[src/rtl/bomba_alternador.sv]
// rtl/bomba_alternador.sv - lead/lag duty controller for a two-pump tank
module bomba_alternador #(
    parameter int T_OFF   = 4,
    parameter int T_ASIST = 8,
    parameter int T_MAX   = 20,
    parameter int CW      = 16
) (
    input  logic       clk,
    input  logic       rst_n,
    input  logic [2:0] sensores_i,
    input  logic       ack_i,
    output logic [1:0] bomba_o,
    output logic       lider_o,
    output logic       alarma_o,
    output logic [1:0] falla_o
);

    typedef enum logic [2:0] {
        ESPERA,
        REPOSO,
        LLENANDO,
        ASISTENCIA,
        FALLA
    } state_t;

    localparam logic [CW-1:0] C_OFF   = CW'(T_OFF - 1);
    localparam logic [CW-1:0] C_ASIST = CW'(T_ASIST - 1);
    localparam logic [CW-1:0] C_MAX   = CW'(T_MAX - 1);

    state_t        state;
    logic [CW-1:0] cnt;
    logic [2:0]    sync1;
    logic [2:0]    lvl;
    logic          lvl_ok;

    // Only thermometer codes are physically possible with stacked float sensors.
    assign lvl_ok = (lvl == 3'b000) || (lvl == 3'b001) ||
                    (lvl == 3'b011) || (lvl == 3'b111);

    // Outputs are loaded together with the next state so they stay pure
    // registered decodes of state and lead.
    always_ff @(posedge clk or negedge rst_n) begin
        if (!rst_n) begin
            sync1    <= 3'b000;
            lvl      <= 3'b000;
            state    <= ESPERA;
            cnt      <= '0;
            bomba_o  <= 2'b00;
            lider_o  <= 1'b0;
            alarma_o <= 1'b0;
            falla_o  <= 2'b00;
        end else begin
            sync1 <= sensores_i;
            lvl   <= sync1;
            case (state)
                ESPERA: begin
                    if (!lvl_ok) begin
                        state    <= FALLA;
                        falla_o  <= 2'b01;
                        alarma_o <= 1'b1;
                    end else if (cnt == C_OFF) begin
                        state <= REPOSO;
                        cnt   <= '0;
                    end else begin
                        cnt <= cnt + 1'b1;
                    end
                end
                REPOSO: begin
                    if (!lvl_ok) begin
                        state    <= FALLA;
                        falla_o  <= 2'b01;
                        alarma_o <= 1'b1;
                    end else if (lvl == 3'b000) begin
                        state   <= LLENANDO;
                        cnt     <= '0;
                        bomba_o <= lider_o ? 2'b10 : 2'b01;
                    end
                end
                LLENANDO, ASISTENCIA: begin
                    if (!lvl_ok) begin
                        state    <= FALLA;
                        falla_o  <= 2'b01;
                        alarma_o <= 1'b1;
                        bomba_o  <= 2'b00;
                    end else if (lvl == 3'b111) begin
                        state   <= ESPERA;
                        lider_o <= ~lider_o;
                        cnt     <= '0;
                        bomba_o <= 2'b00;
                    end else if (cnt == C_MAX) begin
                        state    <= FALLA;
                        falla_o  <= 2'b10;
                        alarma_o <= 1'b1;
                        bomba_o  <= 2'b00;
                    end else begin
                        if (cnt != '1) begin
                            cnt <= cnt + 1'b1;
                        end
                        // Run counter keeps going so the timeout covers the whole fill.
                        if (state == LLENANDO && cnt == C_ASIST && lvl == 3'b000) begin
                            state   <= ASISTENCIA;
                            bomba_o <= 2'b11;
                        end
                    end
                end
                FALLA: begin
                    if (ack_i && lvl_ok) begin
                        state    <= ESPERA;
                        falla_o  <= 2'b00;
                        alarma_o <= 1'b0;
                        cnt      <= '0;
                    end
                end
                default: begin
                    state    <= ESPERA;
                    cnt      <= '0;
                    bomba_o  <= 2'b00;
                    alarma_o <= 1'b0;
                    falla_o  <= 2'b00;
                end
            endcase
        end
    end

endmodule
[config.mk]
export PLATFORM = sky130hd
export DESIGN_NAME = bomba_alternador
export DESIGN_NICKNAME = d
export VERILOG_FILES = /design/src/rtl/bomba_alternador.sv
export SDC_FILE = /design/constraint.sdc
export NUM_CORES = 1
export LEC_CHECK = 0
export CAP_MARGIN = 20
export CORE_UTILIZATION = 58
export CTS_CLUSTER_SIZE = 40
export DETAILED_ROUTE_END_ITERATION = 6
export PLACE_DENSITY_LB_ADDON = 0.08
export SYNTH_ARGS = -nofsm -noshare
export SYNTH_HDL_FRONTEND = slang
export SYNTH_SLANG_ARGS = --single-unit
[constraint.sdc]
create_clock -name clk -period 2.6 [get_ports clk]
set_clock_uncertainty 0.2 [all_clocks]
set_input_delay 0.26 -clock clk [delete_from_list [all_inputs] [get_ports clk]]
set_output_delay 0.26 -clock clk [all_outputs]
set_load 0.02 [all_outputs]
# Word-level counts from Yosys, hierarchy flattened
# Cells that the tools add are included.
dict set report totals {
  out_inout_bits 6
  regBits 31
  input_bits 6
  wordCells 91
}
dict set report classes {
  eq_ne 24
  n_addsub 1
  n_bitwise 2
  n_reduce_logical 16
  mux 40
}
# operator count
set ops {}
lappend ops {{two-way mux 16 bit} 9}
lappend ops {{one-hot mux 16 bit (4 select lines)} 1}
lappend ops {{two-way mux 3 bit} 9}
lappend ops {{two-way mux 2 bit} 12}
lappend ops {{inequality test 3 bit (second input constant)} 6}
lappend ops {{adder 16 x 1 -> 16 bit (second input constant)} 1}
lappend ops {{equality test 16 x 2 -> 1 bit (second input constant)} 1}
lappend ops {{equality test 16 x 3 -> 1 bit (second input constant)} 1}
lappend ops {{equality test 16 x 5 -> 1 bit (second input constant)} 1}
lappend ops {{inequality test 16 bit (second input constant)} 1}
lappend ops {{inequality test 2 bit (second input constant)} 6}
lappend ops {{one-hot mux 2 bit (3 select lines)} 2}
lappend ops {{one-hot mux 3 bit (4 select lines)} 1}
lappend ops {{AND reduction 4 bit} 3}
lappend ops {{equality test 3 x 2 -> 1 bit (second input constant)} 3}
lappend ops {{AND reduction 7 bit} 1}
lappend ops {{equality test 3 x 1 -> 1 bit (second input constant)} 2}
lappend ops {{equality test 3 bit (second input constant)} 2}
lappend ops {{zero test 3 bit} 2}
lappend ops {{OR reduction 2 bit} 3}
lappend ops {{two-way mux 1 bit} 5}
lappend ops {{inequality test 5 bit (second input constant)} 1}
lappend ops {{logical AND 1 bit} 3}
lappend ops {{logical OR 1 bit} 3}
lappend ops {{other kinds (3)} 4}

# Longest topological paths before layout
dict set report logic_depth {
  word_depth 8
  ltp_mapped 9
  depth_no_buf 7
}

# Worst setup path after synthesis
# Ideal clock, no wire load.
dict set report synth_path {
  kind {reg-to-reg}
  from {register cnt[0]}
  to {register cnt[11]}
  setup_ns 0.092
  path_stages_with_launch 10
  slack_ns 0.234
  required_time_ns 2.308
  path_buffers 2
  arrival_time_ns 2.074
  synth_period_minus_slack_ns 2.366
  cell_sequence {dfrtp_1 -> ha_1 -> and3_1 -> nand3_1 -> o31ai_1 -> a21o_4 -> or2_1 -> buf_6 -> buf_6 -> o31ai_2}
}
dict set report synth_between {
  elab_chain_cells 6
  elab_cells_between_ends 14
  classes_between {1 x add/sub; 5 x eq/ne; 7 x mux; 1 x reduce/logical}
}
# item line_no
set synth_rtl {}
lappend synth_rtl {{from (decl)} 31} ;# logic [CW-1:0] cnt;
lappend synth_rtl {{from (signal assigned)} 65} ;# cnt <= cnt + 1'b1;
lappend synth_rtl {{from (signal assigned)} 97} ;# cnt <= cnt + 1'b1;
lappend synth_rtl {{adder 16 x 1 -> 16 bit} {65, 97}}
lappend synth_rtl {{two-way mux 16 bit} 96} ;# if (cnt != '1) begin
lappend synth_rtl {{two-way mux 16 bit} 90} ;# end else if (cnt == C_MAX) begin
lappend synth_rtl {{two-way mux 16 bit} 85} ;# end else if (lvl == 3'b111) begin
lappend synth_rtl {{two-way mux 16 bit} 80} ;# if (!lvl_ok) begin
lappend synth_rtl {{one-hot mux 16 bit (4 select lines)} 55} ;# case (state)
# Parallel ways exist; a longest one is shown, timed or not. The select of a mux whose other input is x is not followed.
# A chain may end at the register's enable or synchronous reset.

# Worst setup path in the final report
dict set report layout_path {
  from {register cnt[0]}
  to {register cnt[13]}
}
# Same word-level chain as after synthesis.

==> flow_summary.ini <==
[clock_network]
clkTransAtPathRegs_ns = 0.10
postCtsSetupBuffers = 0
cts_tree = yes
post_cts_resize_count = 0
clock-sinks = 31
worstSkewPairLatency_ns = 0.33
cts.path.max_buffers = 2
clock-root-buffer = clkbuf_4
cts_hold_buf = 0
cts_htree_levels = 2
numCtsBuffers = 5

[yosys]
synth_nets = 190
synth_cell_types = 42
yosysSeqAreaShare_pct = 45.2
synth_edf_count = 0
yosys_register_bits = 31
syn_inst = 182
muxShareOfSynthArea_pct = 0
synth_top_family_by_area = simple AND/OR/NAND/NOR gates
synth_async_sr_flop_share_pct = 100
synth_area_um2 = 1720
avgSynthCellArea_um2 = 9.43
synth-xor-area-share_pct = 0.510
ys.warnings.count = 0
synth_fa_ha_area_share_pct = 1.46
ys.flop_type = dfrtp_1
yosys.area_share.simple_pct = 26.4
synth_compound_area_share_pct = 23.3

[timing]
setup_viol = 0
fmax_mhz = 419
relSlewSlack_pct = 70.3
post-route-period-util_pct = 91.8
tns_ns = 0
tightestPinTransition_ns = 0.444
hold_viol_final = 0
rsz0062_at_grt = false
finalCriticalPeriod_ns = 2.39
drv_slew = 0

[detailed_routing]
drtPass1Iterations = 4
drc = 0
drtIter0Drc = 53
antenna_left = 0
wire_per_inst_um = 14.8
vias = 1481
vias_per_cell = 6.38
drt_wl_total_mm = 3.43

[layout]
layout-drive-gt1-share_pct = 15.9
regArea_um2 = 776
final_util_pct = 70.2
fin_nets = 208
layout_common_cells = 31 x dfrtp_1, 18 x nor2_1, 16 x nand2_1
layout.cells.most_common = dfrtp_1
fill_cells = 236
multi_input_area_um2 = 887
area.growth.synth_to_final_pct = 13.7
antenna_cells = 0

[worst_setup_path]
cp.depth = 8
cp_max_fo = 8
r2r_setup_slack_ns = 0.21
rr_worst_depth = 8
required_ns = 2.64
startpoint = cnt[0]
worst_setup_path_start_kind = register
reg2reg_from = cnt[0]
crit_path_max_incr_delay_ns = 0.45
crit_chain = ha_1 -> and3_1 -> nand3_1 -> o31ai_1 -> a21o_4 -> or2_1 -> buf_4 -> o41ai_2
path_class = reg2reg
critPathSlowestCell = dfrtp_1
r2r-end = cnt[13]
crit_path_end_kind = register
endpoint = cnt[13]
crit_family = compound AO/OA/AOI/OAI gates
arrival_ns = 2.42
cp.buffers_inverters = 1

[die]
placementRows = 19
die_h_um = 56.4
fp.dieW_um = 56.4
start_util_pct = 61.7
coreArea_um2 = 2780
dieArea_um2 = 3180
ioPinCount = 12

[power_and_ir_drop]
ir_drop_v = 0.000775
leakage_nw = 0.822
power.share.combinational_pct = 39.9
switching_share_pct = 37.9
internal_power_w = 0.00100
power.switching_w = 0.000611
seqPwrFrac_pct = 40.0
power.density_nw_per_um2 = 826
pwr-share-clk_pct = 20.1

[placed_design]
io_buffer_count = 11
finalWeightedCongestion = 0.861
dpl.hpwl_mm = 2.43

[job]
maxCapViolations = 0

[global_routing]
grt_pass1_wl_mm = 5.75
antenna_found_initial = 0
gr-total-overflow = 0
grt_usage_pct = 24.0
grt_max_degree = 32
grt_pass1_vias = 1366

[run_status]
status = complete, no violations

[worst_hold_path]
hold_path_class = in2async
layer usage:
layer,global-route usage [%],vias to the layer above,share of wire [%]
li1,-,712,-
met1,29.1,742,45
met2,38.9,21,50
met3,7.14,6,3.1
met4,11.8,0,1.6
met5,0,-,0
power groups by stage:
| stage | clock network (W) | logic, W | registers [W] |
|---|---|---|---|
| after floorplan | 0 | 0.000435 | 0.000665 |
| after global placement | 0 | 0.000616 | 0.000649 |
| after detailed placement | 0 | 0.000638 | 0.000654 |
| after CTS | 0.000340 | 0.000641 | 0.000645 |
| after global routing | 0.000357 | 0.000701 | 0.000658 |
| final | 0.000324 | 0.000644 | 0.000645 |
stage by stage:
| stage | instances | hold WS, ns | total power (W) | cell area (µm²) | worst slack (ns) |
|---|---|---|---|---|---|
| floorplan | 182 | -0.236 | 0.00110 | 1720 | 0.234 |
| global placement | 224 | 0.133 | 0.00126 | 1880 | 0.260 |
| detailed placement | 224 | 0.145 | 0.00129 | 1880 | 0.200 |
| CTS | 232 | 0.0963 | 0.00163 | 1950 | 0.203 |
| global route | 232 | 0.113 | 0.00172 | 1950 | 0.0997 |
| finish | 232 | 0.106 | 0.00161 | 1950 | 0.213 |
logic make-up (layout without fill, tap and decap cells):
group / count (synthesis) / count (layout)
and+or+nand+nor: 85 / 85
AOI/OAI and AO/OA: 54 / 54
DFF: 31 / 31
buffers and inverters: 9 / 28
adders and majority gates: 2 / 2
xor gates and xnor gates: 1 / 1
registers in the layout (all words and copies together) (netlist names):
register	flops
cnt	16
lvl	3
state	3
sync1	3
bomba_o	2
falla_o	2
alarma_o	1
lider_o	1
worst min path at each step:
stage | start | end | slack, ns | depth (start not counted)
after floorplan | rst_n | alarma_o | -0.24 | 0
after global placement | sync1[2] | lvl[2] | 0.13 | 0
after detailed placement | sync1[0] | lvl[0] | 0.14 | 0
after CTS | rst_n | cnt[7] | 0.1 | 2
after global routing | rst_n | cnt[7] | 0.11 | 2
final | rst_n | cnt[12] | 0.11 | 2
cells in the mapped netlist, types with 2 or more instances:
cell type	instances	share of area (%)
nor2b_1	8	2.9
nand4_1	4	1.5
buf_6	2	1.3
nand3_1	10	2.9
o31ai_2	9	6.6
o21ai_0	15	4.4
dfrtp_1	31	45
nor3_1	3	0.87
o31ai_1	4	1.7
nor2_1	18	3.9
nand2_1	16	3.5
and3_1	4	1.5
nor3b_1	2	0.87
and2_1	2	0.73
nand2b_1	5	1.8
a31oi_1	2	0.73
o21ai_1	6	1.7
a21oi_1	9	2.6
o41ai_1	2	1.0
nor4_1	3	1.1
ha_1	2	1.5
clkbuf_1	5	1.1
area by class of cell:
class / count / share of cell area (%)
clock inverter: 1 / 0.385
multi-input combinational: 142 / 45.4
timing repair buffer: 20 / 9.10
tap: 31 / 1.99
sequential: 31 / 39.7
clock buffer: 7 / 3.33
Power figures use the tool's default switching activity.
==> variant: new RTL, config.mk and constraints unchanged <==
The 5 states of `state_t` get a one-hot encoding in 5 bits.
--- a/src/rtl/bomba_alternador.sv
+++ b/src/rtl/bomba_alternador.sv
@@ -15,12 +15,12 @@
     output logic [1:0] falla_o
 );
 
-    typedef enum logic [2:0] {
-        ESPERA,
-        REPOSO,
-        LLENANDO,
-        ASISTENCIA,
-        FALLA
+    typedef enum logic [4:0] {
+        ESPERA     = 5'b00001,
+        REPOSO     = 5'b00010,
+        LLENANDO   = 5'b00100,
+        ASISTENCIA = 5'b01000,
+        FALLA      = 5'b10000
     } state_t;
 
     localparam logic [CW-1:0] C_OFF   = CW'(T_OFF - 1);
Formal check against the unedited RTL: no difference found for any inputs over 10 cycles, from zero or initial values and one cycle with rst_n low; not proved beyond that.
==> variant against the unedited design <==
- sequential cell count increased by 2
- sequential power down 3.7%
- power up 11%
- wire length grew 33%
- worst setup slack worse by 0.12 ns
- die area rose by 17%
- cell area increased by 20%
- core utilization rose by 0.20 points
- cell count up 13%
- clock power rose by 25%
- synthesized area grew 18%
==> variant: results (changes against the unedited design) <==
* GP Congestion at 0.9271 (+7.7%)
* R2R cell count at 7 (-1)
* Synth top area cells: dfrtp_1, o31ai_1, o31ai_4, nand3_1, nor2b_1
* Crit Path Max Fanout at 6 (-2)
* Post-synthesis mux area share at 0.02232 (+0.02232)
* Slew @ Worst Pin at 0.5284 ns (+0.08445 ns)
* Met3 routed WL at 197 µm (+84%)
* Worst path max stage delay at 0.46 ns
* Status: completed
* Layout cells sized above 1 at 0.2535 (+0.09425)
* WL met1 at 1851 µm (+21%)
* Most frequent cells after synthesis: dfrtp_1, o31ai_1, nor2_1, nand2_1, nand3_1
* Synth unique cells at 59 (+40%)
* Port bufs at 11 (unchanged)
* Synthesized netlist net count at 199 (+4.7%)
* First-pass GRT wire length at 7279 µm (+27%)
* Worst setup endpoint: state[2]
* CP max stage cell: dfrtp_1
* Vias in the first global route at 1603 (+17%)
* Met3 usage at 0.06183 (-0.009595)
* Vias per Instance at 6.483 (+1.6%)
* Met2 wire len at 2373 µm (+37%)
* Nets at 223 (+7.2%)
* Pleak at 0.9853 nW (+20%)
* Clk root buf: clkbuf_4
* GRT met1 Usage at 0.3284 (+0.03768)
* Cell family contributing the most delay on the critical path: simple AND/OR/NAND/NOR gates
* Reg2Reg Setup Slack at 0.1 ns (-0.12 ns)
* Complex-gate fraction of the synthesized area at 0.2486 (+0.01537)
* GR Util met2 at 0.4600 (+0.07051)
* Largest net degree at the start of global routing at 34 (+6.3%)
* Fraction of registers with async set/reset at 1.000 (unchanged)
* Post-Synth XOR/XNOR Area at 0.008679 (+0.003577)
* Filler cell count at 259 (+9.7%)
* Final period util at 0.9631 (+0.04514)
* DR iter-0 viols at 116 (+120%)
* RR Startpoint: cnt[13]
* Seq/Total Area, Yosys at 0.4098 (-0.04210)
* Crit path DAT at 2.53 ns (+0.11 ns)
* Routed len/inst at 17.35 µm (+17%)
* Total CTS buffers at 5 (unchanged)
* Total track usage at 0.2708 (+0.03091)
* Pre-CTS setup slack at 0.06239 ns (-0.1380 ns)
* Post-synthesis adder-cell area fraction at 0.01116 (-0.003418)
* DP HPWL at 3313 µm (+37%)
[variant: cell count changes in the layout (fill, tap and decap cells not counted), sizes merged, moves of 4 or more]
cell   before  now
inv         0    4
buf         9   14
nand2      16   12
nor2       18   13
o31ai      13   24
a21oi      10    4
mux2        0    4
o21ai      21   11
[variant: logic make-up (layout without fill, tap and decap cells)]
family                     count (synthesis)  after routing
and+or+nand+nor                           82             83
xor gates and xnor gates                   2              2
muxes                                      4              4
buffers and inverters                     13             37
AOI/OAI and AO/OA                         56             56
adders and majority gates                  2              2
DFF                                       33             33
[variant: worst min-delay path by stage]
stage,startpoint,to,slack (ns),depth (start not counted)
after global routing,sensores_i[0],sync1[0],0.15,1
final,rst_n,sync1[2],0.14,2
after floorplan,rst_n,alarma_o,-0.24,0
after detailed placement,sync1[0],lvl[0],0.13,0
after global placement,sync1[1],lvl[1],0.13,0
after CTS,rst_n,state[2],0.15,2
[variant: layout make-up]
type	count	area, µm²	area share
timing repair buffer	25	215.2	0.09164
sequential	33	827.0	0.3522
clock inverter	1	30.03	0.01279
multi-input combinational	147	1149	0.4891
tap	46	57.56	0.02451
clock buffer	7	55.05	0.02344
inverter	4	15.01	0.006393
[variant: where the power goes]
group / switching, mW / internal, mW
clock network: 0.177 / 0.230
registers: 0.0511 / 0.569
logic: 0.463 / 0.296
[variant: metrics by stage]
stage	cells	area [µm²]	hold slack, ns	power (mW)	util
2_1_floorplan	192	2018	-0.2356	1.193	-
3_3_place_gp	253	2215	0.1334	1.313	0.6637
3_5_place_dp	253	2215	0.1347	1.338	0.6637
4_1_cts	261	2300	0.1506	1.745	0.6892
5_1_grt	263	2349	0.1478	1.887	0.7038
6_report	263	2349	0.1372	1.786	0.7038
